==> src/rtl/demux_pkg.sv <==
// Shared definitions for the 1-to-4 buffered demultiplexer.
package demux_pkg;

  localparam int unsigned NUM_CH = 4;
  localparam int unsigned CH_W   = 2;
  localparam int unsigned CNT_W  = 16;

  typedef logic [CH_W-1:0] ch_idx_t;

  typedef enum logic {
    MODE_SEL = 1'b0,
    MODE_RR  = 1'b1
  } mode_e;

  function automatic ch_idx_t next_ch(input ch_idx_t ch);
    return ch + ch_idx_t'(1);
  endfunction

endpackage

==> src/rtl/demux_1_4_buf_if.sv <==
// Producer/consumer bundle of the demux: one input stream, four output channels.
interface demux_1_4_buf_if
  import demux_pkg::*;
#(
  parameter int unsigned WIDTH = 8
);

  logic [WIDTH-1:0]  In;
  logic              InValid;
  logic              InReady;
  logic              Sel1;
  logic              Sel0;
  logic              Mode;
  logic [WIDTH-1:0]  Out0;
  logic [WIDTH-1:0]  Out1;
  logic [WIDTH-1:0]  Out2;
  logic [WIDTH-1:0]  Out3;
  logic [NUM_CH-1:0] OutValid;
  logic [NUM_CH-1:0] OutReady;
  logic [CNT_W-1:0]  XferCnt;

  // Environment side: drives the input word and the consumer ready flags
  modport master (
    output In, InValid, Sel1, Sel0, Mode, OutReady,
    input  InReady, Out0, Out1, Out2, Out3, OutValid, XferCnt
  );

  modport slave (
    input  In, InValid, Sel1, Sel0, Mode, OutReady,
    output InReady, Out0, Out1, Out2, Out3, OutValid, XferCnt
  );

endinterface

==> src/rtl/demux_1_4_buf_slot.sv <==
// One-entry holding register for a demux channel; drain and reload may
// coincide so a busy channel keeps full throughput.
module demux_slot #(
  parameter int unsigned WIDTH = 8
) (
  input  logic             clk_i,
  input  logic             rst_i,
  input  logic             load_i,
  input  logic [WIDTH-1:0] data_i,
  input  logic             ready_i,
  output logic [WIDTH-1:0] data_o,
  output logic             valid_o
);

  logic [WIDTH-1:0] data_q, data_d;
  logic             valid_q, valid_d;

  // Data changes only on load; a drain clears valid but keeps the word
  always_comb begin
    data_d  = data_q;
    valid_d = valid_q;
    if (valid_q && ready_i) begin
      valid_d = 1'b0;
    end
    if (load_i) begin
      data_d  = data_i;
      valid_d = 1'b1;
    end
  end

  always_ff @(posedge clk_i) begin
    if (rst_i) begin
      data_q  <= '0;
      valid_q <= 1'b0;
    end else begin
      data_q  <= data_d;
      valid_q <= valid_d;
    end
  end

  assign data_o  = data_q;
  assign valid_o = valid_q;

endmodule

==> src/rtl/demux_1_4_buf.sv <==
// 1-to-4 demux with a one-word buffer per channel, steered by select or
// round-robin; counts accepted words.
module demux_1_4_buf
  import demux_pkg::*;
#(
  parameter int unsigned WIDTH = 8
) (
  input  logic             Clk,
  input  logic             Rst,
  demux_1_4_buf_if.slave   bus
);

  ch_idx_t           target_c;
  ch_idx_t           rr_ptr_q, rr_ptr_d;
  logic [CNT_W-1:0]  xfer_cnt_q, xfer_cnt_d;
  logic              in_ready_c;
  logic              accept_c;
  logic [NUM_CH-1:0] load_c;
  logic [NUM_CH-1:0] slot_valid;
  logic [WIDTH-1:0]  slot_data [NUM_CH];
  mode_e             mode_c;

  assign mode_c = mode_e'(bus.Mode);

  // Destination follows the live select; nothing is latched per word
  always_comb begin
    target_c = ch_idx_t'({bus.Sel1, bus.Sel0});
    if (mode_c == MODE_RR) begin
      target_c = rr_ptr_q;
    end
  end

  assign in_ready_c  = ~slot_valid[target_c] | bus.OutReady[target_c];
  assign accept_c    = bus.InValid & in_ready_c & ~Rst;
  assign bus.InReady = in_ready_c;

  always_comb begin
    load_c           = '0;
    load_c[target_c] = accept_c;
  end

  always_comb begin
    rr_ptr_d   = rr_ptr_q;
    xfer_cnt_d = xfer_cnt_q;
    if (accept_c) begin
      xfer_cnt_d = xfer_cnt_q + CNT_W'(1);
      if (mode_c == MODE_RR) begin
        rr_ptr_d = next_ch(rr_ptr_q);
      end
    end
  end

  always_ff @(posedge Clk) begin
    if (Rst) begin
      rr_ptr_q   <= '0;
      xfer_cnt_q <= '0;
    end else begin
      rr_ptr_q   <= rr_ptr_d;
      xfer_cnt_q <= xfer_cnt_d;
    end
  end

  for (genvar i = 0; i < NUM_CH; i++) begin : g_slot
    demux_slot #(
      .WIDTH (WIDTH)
    ) u_slot (
      .clk_i   (Clk),
      .rst_i   (Rst),
      .load_i  (load_c[i]),
      .data_i  (bus.In),
      .ready_i (bus.OutReady[i]),
      .data_o  (slot_data[i]),
      .valid_o (slot_valid[i])
    );
  end

  assign bus.Out0     = slot_data[0];
  assign bus.Out1     = slot_data[1];
  assign bus.Out2     = slot_data[2];
  assign bus.Out3     = slot_data[3];
  assign bus.OutValid = slot_valid;
  assign bus.XferCnt  = xfer_cnt_q;

endmodule

==> src/flat_wrapper.sv <==
// flat-port wrapper written by rule: the top's interface ports become plain ports
module demux_1_4_buf_flat import demux_pkg::*;
#(
  parameter int unsigned WIDTH = 8
)
  (Clk, Rst, bus_In, bus_InValid, bus_Sel1, bus_Sel0, bus_Mode, bus_OutReady, bus_InReady, bus_Out0, bus_Out1, bus_Out2, bus_Out3, bus_OutValid, bus_XferCnt);
  demux_1_4_buf_if #(.WIDTH(WIDTH)) bus_i ();
  input  logic Clk;
  input  logic Rst;
  input wire logic [$bits(bus_i.In)-1:0] bus_In;
  input wire logic [$bits(bus_i.InValid)-1:0] bus_InValid;
  input wire logic [$bits(bus_i.Sel1)-1:0] bus_Sel1;
  input wire logic [$bits(bus_i.Sel0)-1:0] bus_Sel0;
  input wire logic [$bits(bus_i.Mode)-1:0] bus_Mode;
  input wire logic [$bits(bus_i.OutReady)-1:0] bus_OutReady;
  output wire logic [$bits(bus_i.InReady)-1:0] bus_InReady;
  output wire logic [$bits(bus_i.Out0)-1:0] bus_Out0;
  output wire logic [$bits(bus_i.Out1)-1:0] bus_Out1;
  output wire logic [$bits(bus_i.Out2)-1:0] bus_Out2;
  output wire logic [$bits(bus_i.Out3)-1:0] bus_Out3;
  output wire logic [$bits(bus_i.OutValid)-1:0] bus_OutValid;
  output wire logic [$bits(bus_i.XferCnt)-1:0] bus_XferCnt;
  assign bus_i.In = bus_In;
  assign bus_i.InValid = bus_InValid;
  assign bus_i.Sel1 = bus_Sel1;
  assign bus_i.Sel0 = bus_Sel0;
  assign bus_i.Mode = bus_Mode;
  assign bus_i.OutReady = bus_OutReady;
  assign bus_InReady = bus_i.InReady;
  assign bus_Out0 = bus_i.Out0;
  assign bus_Out1 = bus_i.Out1;
  assign bus_Out2 = bus_i.Out2;
  assign bus_Out3 = bus_i.Out3;
  assign bus_OutValid = bus_i.OutValid;
  assign bus_XferCnt = bus_i.XferCnt;
  demux_1_4_buf #(.WIDTH(WIDTH)) u_core (.Clk(Clk), .Rst(Rst), .bus(bus_i));
endmodule
==> config.mk <==
export PLATFORM = sky130hd
export DESIGN_NAME = demux_1_4_buf_flat
export DESIGN_NICKNAME = d
export VERILOG_FILES = /design/src/rtl/demux_pkg.sv /design/src/rtl/demux_1_4_buf_if.sv /design/src/rtl/demux_1_4_buf_slot.sv /design/src/rtl/demux_1_4_buf.sv /design/src/flat_wrapper.sv
export SDC_FILE = /design/constraint.sdc
export NUM_CORES = 1
export LEC_CHECK = 0
export CAP_MARGIN = 20
export CORE_MARGIN = 2
export CORE_UTILIZATION = 35
export CTS_CLUSTER_SIZE = 25
export DETAILED_ROUTE_END_ITERATION = 12
export PLACE_DENSITY = 0.61
export SYNTH_ARGS = -nofsm -noshare
export SYNTH_HDL_FRONTEND = slang
export SYNTH_SLANG_ARGS = --single-unit
==> constraint.sdc <==
create_clock -name Clk -period 5.81 [get_ports Clk]
set_input_delay 1.4525 -clock Clk [delete_from_list [all_inputs] [get_ports Clk]]
set_output_delay 1.4525 -clock Clk [all_outputs]
set_load 0.02 [all_outputs]
==> results.json <==
{
  "status": "completed",
  "fp-row-count": 29,
  "yosys_register_bits": 54,
  "timing.final.setup_violations": 0,
  "mappedNetlistNets": 261,
  "comb_power_share_pct": 13.0,
  "synth_top_area_cell": "dfxtp_1",
  "unrepaired_setup_endpoints_after_global_routing": "no",
  "number_of_buffers_added_by_the_clock_tree_synthesis_step": 5,
  "worst-slew-pin-transition_ns": 0.6262,
  "clockRootBuffer": "clkbuf_8",
  "netlist_top_cells_area": "dfxtp_1, mux2i_1, nor2_1",
  "critical_path.reg2reg.startpoint": "u_core.rr_ptr_q[1]",
  "detailedRoute.firstIterationViolations": 82,
  "synth.distinct_cells": 35,
  "preCtsSetupSlack_ns": 0.6632,
  "ys_seq_area_share_pct": 46.40,
  "clkPwrFrac_pct": 35.1,
  "antenna_cells": 0,
  "dieHeight_um": 85.59,
  "place.gp.congestion": 0.7262,
  "share_seq_of_total_power_pct": 51.9,
  "synth.top_cells.by_count": "dfxtp_1, nor2_1, mux2i_1, a21oi_1, nand2_1",
  "global_route_wire_length_before_repair_um": 9101,
  "critPathArrivalTime_ns": 3.69,
  "synth_flop_cell": "dfxtp_1",
  "total_iterations_of_the_first_detailed_routing_run": 4,
  "proportion_of_synthesized_flip_flops_having_asynchronous_set_or_reset_pct": 0,
  "ir_worst_vdd_mv": 0.1260,
  "clk_pin_slew_worst_paths_ns": 0.11,
  "die_width_um": 85.59,
  "maximum_clock_frequency_mhz": 194.4,
  "power_density_mw_per_mm2": 234.8,
  "end_of_flow_core_utilization_pct": 49.65,
  "synthMostInstantiatedCell": "dfxtp_1",
  "dp.final_hpwl_um": 3694,
  "synth_warnings": 0,
  "r2r_cells": 5,
  "grt_max_degree": 63,
  "die-area_sq_mm": 0.007325,
  "post_cts.resized_instances": 0,
  "area_delta_synth_final_pct": 36.09,
  "portBuffers": 70,
  "cts-htree-levels": 2,
  "cts_hold_buf": 0,
  "synth.top_cell.area_share_pct": 46.40,
  "final_antenna_net_count": 0,
  "dr_total_vias": 1902,
  "drcViolationCount": 0,
  "floorplan.io_pins": 71,
  "worst_r2r_endpoint": "u_core.bus.XferCnt[6]",
  "finalHoldViolations": 0,
  "crit_required_ns": 4.36,
  "timing.setup.tns_ns": 0,
  "sw_frac_of_total_pct": 25.36,
  "p_sw_mw": 0.1888,
  "final_cell_area_sq_mm": 0.003171,
  "clock_latency_of_the_later_clocked_register_in_the_worst_skew_pair_ns": 0.31,
  "timing.critical_path.to_type": "output port",
  "timing.final.crit_period_ns": 5.144,
  "p_leak_nw": 1.211,
  "nNetsFinal": 325,
  "holdCritPathClass": "reg2reg",
  "timing.max_slew.rel_slack_pct": 58.14,
  "postSynthCellCount": 242,
  "cp_max_fo": 8,
  "min-delay-start": "u_core.g_slot[2].u_slot.data_o[3]",
  "drt-wirelength-per-cell_um": 13.80,
  "hold-path-cell-count": 2,
  "timing.clock.skew_ns": 0.007448,
  "initial_core_util_pct": 36.48,
  "clockBufferDepth": 2,
  "cellInternalPower_mw": 0.5556,
  "cts_post_setup_buffers_inserted": 0,
  "tritoncts_num_sinks": 54,
  "tritoncts": "built",
  "floorplan.core_area_sq_mm": 0.006386,
  "post_synth_instance_area_sq_mm": 0.002330,
  "reg2reg_setup_slack_ns": 3.76,
  "grt_pass1_vias": 1926,
  "report.final.slew_viol_count": 0,
  "globalRoute.totalOverflow": 0,
  "routed_via_density": 4.953,
  "max-cap-violations": 0,
  "drive_gt1_share_pct": 7.492,
  "worst_setup_path_start_kind": "primary input",
  "placedInstanceArea_sq_mm": 0.003054,
  "post_route_fraction_of_the_period_consumed_by_the_critical_path_pct": 88.54,
  "synth_edf_count": 0,
  "worst_hold_path.endpoint": "u_core.g_slot[2].u_slot.data_o[3]",
  "initial_antenna_violation_count": 0,
  "gr-usage-all-layers_pct": 15.43,
  "critPathKind": "in2out",
  "postRouteWirelength_um": 5299,
  "final.setup.worst_slack_ns": 0.6659,
  "synth.avg_cell_area_sq_um": 9.627
}
[per-layer routing]
metal	share of wire, %	vias to the layer above	GRT usage (%)
li1	-	963	-
met1	47	893	19.88
met2	46	40	24.86
met3	5.6	6	5.005
met4	1.2	0	4.329
met5	0	-	0
[per-stage QoR]
stage / hold WS (ns) / std cells / total power, mW
finish: 0.5052 / 384 / 0.7444
global route: 0.5243 / 384 / 0.7822
floorplan: 0.4808 / 242 / 0.4527
CTS: 0.5114 / 384 / 0.7572
global placement: 0.4749 / 376 / 0.4910
detailed placement: 0.4858 / 376 / 0.4923
[worst max-delay path: stages]
cell             delay (ns)
clkdlybuf4s50_1        0.64
mux2i_4                0.42
mux2_4                 0.36
nand2_1                0.20
nand2_1                0.08
clkdlybuf4s50_1        0.54
[cells in the final DEF (no fill, tap or decap), drive strengths merged]
cell type	instances
clkdlybuf4s50	69
dfxtp	54
nor2	45
mux2i	35
a21oi	13
nand2	10
mux2	9
o21ai	8
or3	8
nand3	6
nor2b	6
inv	6
nand2b	5
clkbuf	5
nand4	4
a211oi	3
buf	3
and2	2
xor2	2
or2	2
a2111oi	2
nor4b	2
a22oi	1
and3b	1
and3	1
nand4b	1
o31ai	1
or4	1
ha	1
bufinv	1
[logic make-up after synthesis]
family	after synthesis	share of synthesized area [%]
and+or+nand+nor	94	19.60
DFF	54	46.40
muxes	44	20.25
AOI/OAI and AO/OA	28	8.002
buffers and inverters	19	4.458
xor gates and xnor gates	2	0.7520
adders and majority gates	1	0.5370
[worst max-delay path by stage]
stage / startpoint / end / cells past startpoint
floorplan: bus_Mode / bus_InReady / 4
global placement: bus_Mode / bus_InReady / 6
detailed placement: bus_Mode / bus_InReady / 6
CTS: bus_Mode / bus_InReady / 6
global route: bus_Mode / bus_InReady / 6
finish: bus_Mode / bus_InReady / 6
[area by class of cell]
class / instances / area [sq um]
Fill cell: 604 / 3216
Multi-Input combinational cell: 169 / 1151
Sequential cell: 54 / 1081
Timing Repair Buffer: 72 / 710.7
Tap cell: 77 / 96.34
Clock buffer: 5 / 68.82
Clock inverter: 3 / 47.55
Inverter: 4 / 15.01
[power groups by stage]
stage	clock network, mW	registers [mW]	logic, mW
2_1_floorplan	0	0.403	0.0495
3_3_place_gp	0	0.395	0.0965
3_5_place_dp	0	0.395	0.0976
4_1_cts	0.273	0.386	0.0979
5_1_grt	0.288	0.388	0.106
6_report	0.262	0.386	0.0966
[flip-flops by register name (all words and copies together), names as in the netlist]
register and count:
u_core.bus.XferCnt 16, u_core.g_slot.u_slot.data_o 32, u_core.rr_ptr_q 2, u_core.g_slot.u_slot.valid_o 4
Power figures use the tool's default switching activity.
==> variant: new RTL, same settings <==
Set the package constant `CH_W` to 3 (it was 2).
--- a/src/rtl/demux_pkg.sv
+++ b/src/rtl/demux_pkg.sv
@@ -4,3 +4,3 @@
   localparam int unsigned NUM_CH = 4;
-  localparam int unsigned CH_W   = 2;
+  localparam int unsigned CH_W   = 3;
   localparam int unsigned CNT_W  = 16;
Behaviour: not the same (Yosys sat finds a counterexample within 10 cycles, from zero or initial values and one cycle with Rst high).
==> variant against the unedited design <==
  * Sequential cell count increased by 1
  * The run now ends with DRC left
  * Critical path type unchanged
  * Setup slack lost 130 ps
  * Final area fell by 0.91%
  * Fmax decreased by 2.5%
  * Global-route usage decreased by 0.61 points
  * Total power down 8.0%
  * Via count up 0.26%
  * Wire length increased by 0.77%
  * Non-clock buffer count shrank 1
  * Synthesized cell count rose by 2.9%
  * Area after synthesis rose by 0.43%
==> variant: results (changes against the unedited design) <==
[worst_hold_path]
hold_end = u_core.bus.XferCnt[15]
hold_depth = 2  ; unchanged
hp-start = u_core.bus.XferCnt[15]
min_path_type = flip-flop to flip-flop

[timing]
skew_ps = 12.5  ; +5.05 ps
tightest_slew_ps = 1020  ; +391 ps

[power_and_ir_drop]
peakVddDrop_mv = 0.125  ; -0.52%
netSwitchingPower_uw = 177  ; -6.3%
p_leak_nw = 1.19  ; -1.4%

[cells_and_area]
buffers_excl_clock = 71  ; -1.4%
largest_register_ffs = 32  ; unchanged
inv_count = 3  ; -1
clk_share = 0.0299  ; -0.00683
layout-drive-gt1-share = 0.0482  ; -0.0267
nFillCells = 620  ; +2.6%
nNetsFinal = 330  ; +1.5%
diodes = 0  ; unchanged
bufAreaShareNonClock = 0.224  ; -0.000336
multi_input_area_um2 = 1140  ; -1.3%
sh_seq_area = 0.350  ; +0.00950
multi_input_cells = 174  ; +3.0%

[synthesis]
ys_ff_latch = 55  ; +1.9%
yosysWarnings = 0  ; unchanged
yosysSeqAreaShare = 0.471  ; +0.00657
synthTopCellsByArea = dfxtp_1, mux2i_1, nor2_1
ys_async_sr_fraction = 0  ; unchanged
syn-num-nets = 269  ; +3.1%
synth_cell_types = 32  ; -8.6%
yosys-top-cells-count = dfxtp_1, nor2_1, mux2i_1

[run_status]
status = complete, but fails checks
violations = DRC

[clocking]
cts_resized = 0  ; unchanged
htreeDepth = 2  ; unchanged
cts_max_path_buffers = 2  ; unchanged
clk-insertion-delay-late_ps = 320
cts_setup_buffers = 0  ; unchanged
cts_root_buf = clkbuf_8
clk_pin_slew_ps = 100
cts_buffers = 5  ; unchanged

[routing]
wire_per_inst_um = 13.8  ; -0.27%
drt_iter0_drc = 107  ; +30%
drt-pass1-iter-count = 10  ; +6
remaining_drc_errors = 3  ; +3
via_per_inst = 4.91  ; -0.77%

[worst_setup_path]
crit_path_max_fanout = 9  ; +1
ff2ff_setup_slack_ps = 3750  ; about the same
r2r-start = u_core.rr_ptr_q[0]
cp.arrival_ps = 3820  ; +130 ps
r2r-end = u_core.g_slot[3].u_slot.data_o[0]

[grt]
grt_start_max_net_pins = 58  ; -7.9%
grtUsageTotal = 0.148  ; -0.00605
grt_pass1_wl_um = 8670  ; -4.8%
grt_pass1_vias = 1778  ; -7.7%

[place]
portBuffers = 70  ; unchanged
dpl.hpwl_um = 3710  ; +0.36%
gp_congestion = 0.735  ; +1.2%

[die]
die_w_um = 85.8  ; +0.20%

-- variant: cell types whose count changed after synthesis, sizes merged, moves of 5 or more --
cell,change
or3,-6
mux2,-9
o31ai,+5
o21ai,-5
nor2,+5
xor2,+6
or4,+5
-- variant: stage by stage --
step                      area [um^2]  hold WS (ps)  cells  power (mW)  setup WS [ps]
after global routing             3140           523    388       0.720            454
after global placement           3050           466    380       0.473            545
final                            3140           488    388       0.685            533
after detailed placement         3050           476    380       0.473            554
after floorplan                  2340           494    249       0.440           1690
after CTS                        3140           490    388       0.698            534
-- variant: worst max path at each step --
stage	from	end	slack, ps	depth (start not counted)
after floorplan	bus_Mode	bus_InReady	1690	4
after global placement	bus_Mode	bus_InReady	550	4
after detailed placement	bus_Mode	bus_InReady	550	4
after CTS	bus_Mode	bus_InReady	530	4
after global routing	bus_Mode	bus_InReady	450	4
final	bus_Mode	bus_InReady	530	4
-- variant: power groups by stage --
stage          clock (mW)  combinational, mW  sequential, mW
6_report            0.221             0.0734           0.390
5_1_grt             0.249             0.0796           0.392
4_1_cts             0.233             0.0744           0.391
3_5_place_dp            0             0.0742           0.399
3_3_place_gp            0             0.0741           0.399
2_1_floorplan           0             0.0337           0.406
-- variant: cell families after synthesis --
logic type                 after synthesis  synth area share
DFF                                     55             0.471
buffers and inverters                   20            0.0460
and+or+nand+nor                        101             0.205
adders and majority gates                2            0.0107
AOI/OAI and AO/OA                       25            0.0626
muxes                                   38             0.175
xor gates and xnor gates                 8            0.0299
-- variant: layer usage --
layer,share of wire,vias to the layer above,global-route usage
li1,-,968,-
met1,0.45,889,0.189
met2,0.46,45,0.232
met3,0.076,5,0.0597
met4,0.0090,0,0.0433
met5,0,-,0
-- variant: critical path: stages --
cell and delay, ps:
clkdlybuf4s50_1 700, mux2i_4 430, mux4_1 670, clkdlybuf4s50_1 570
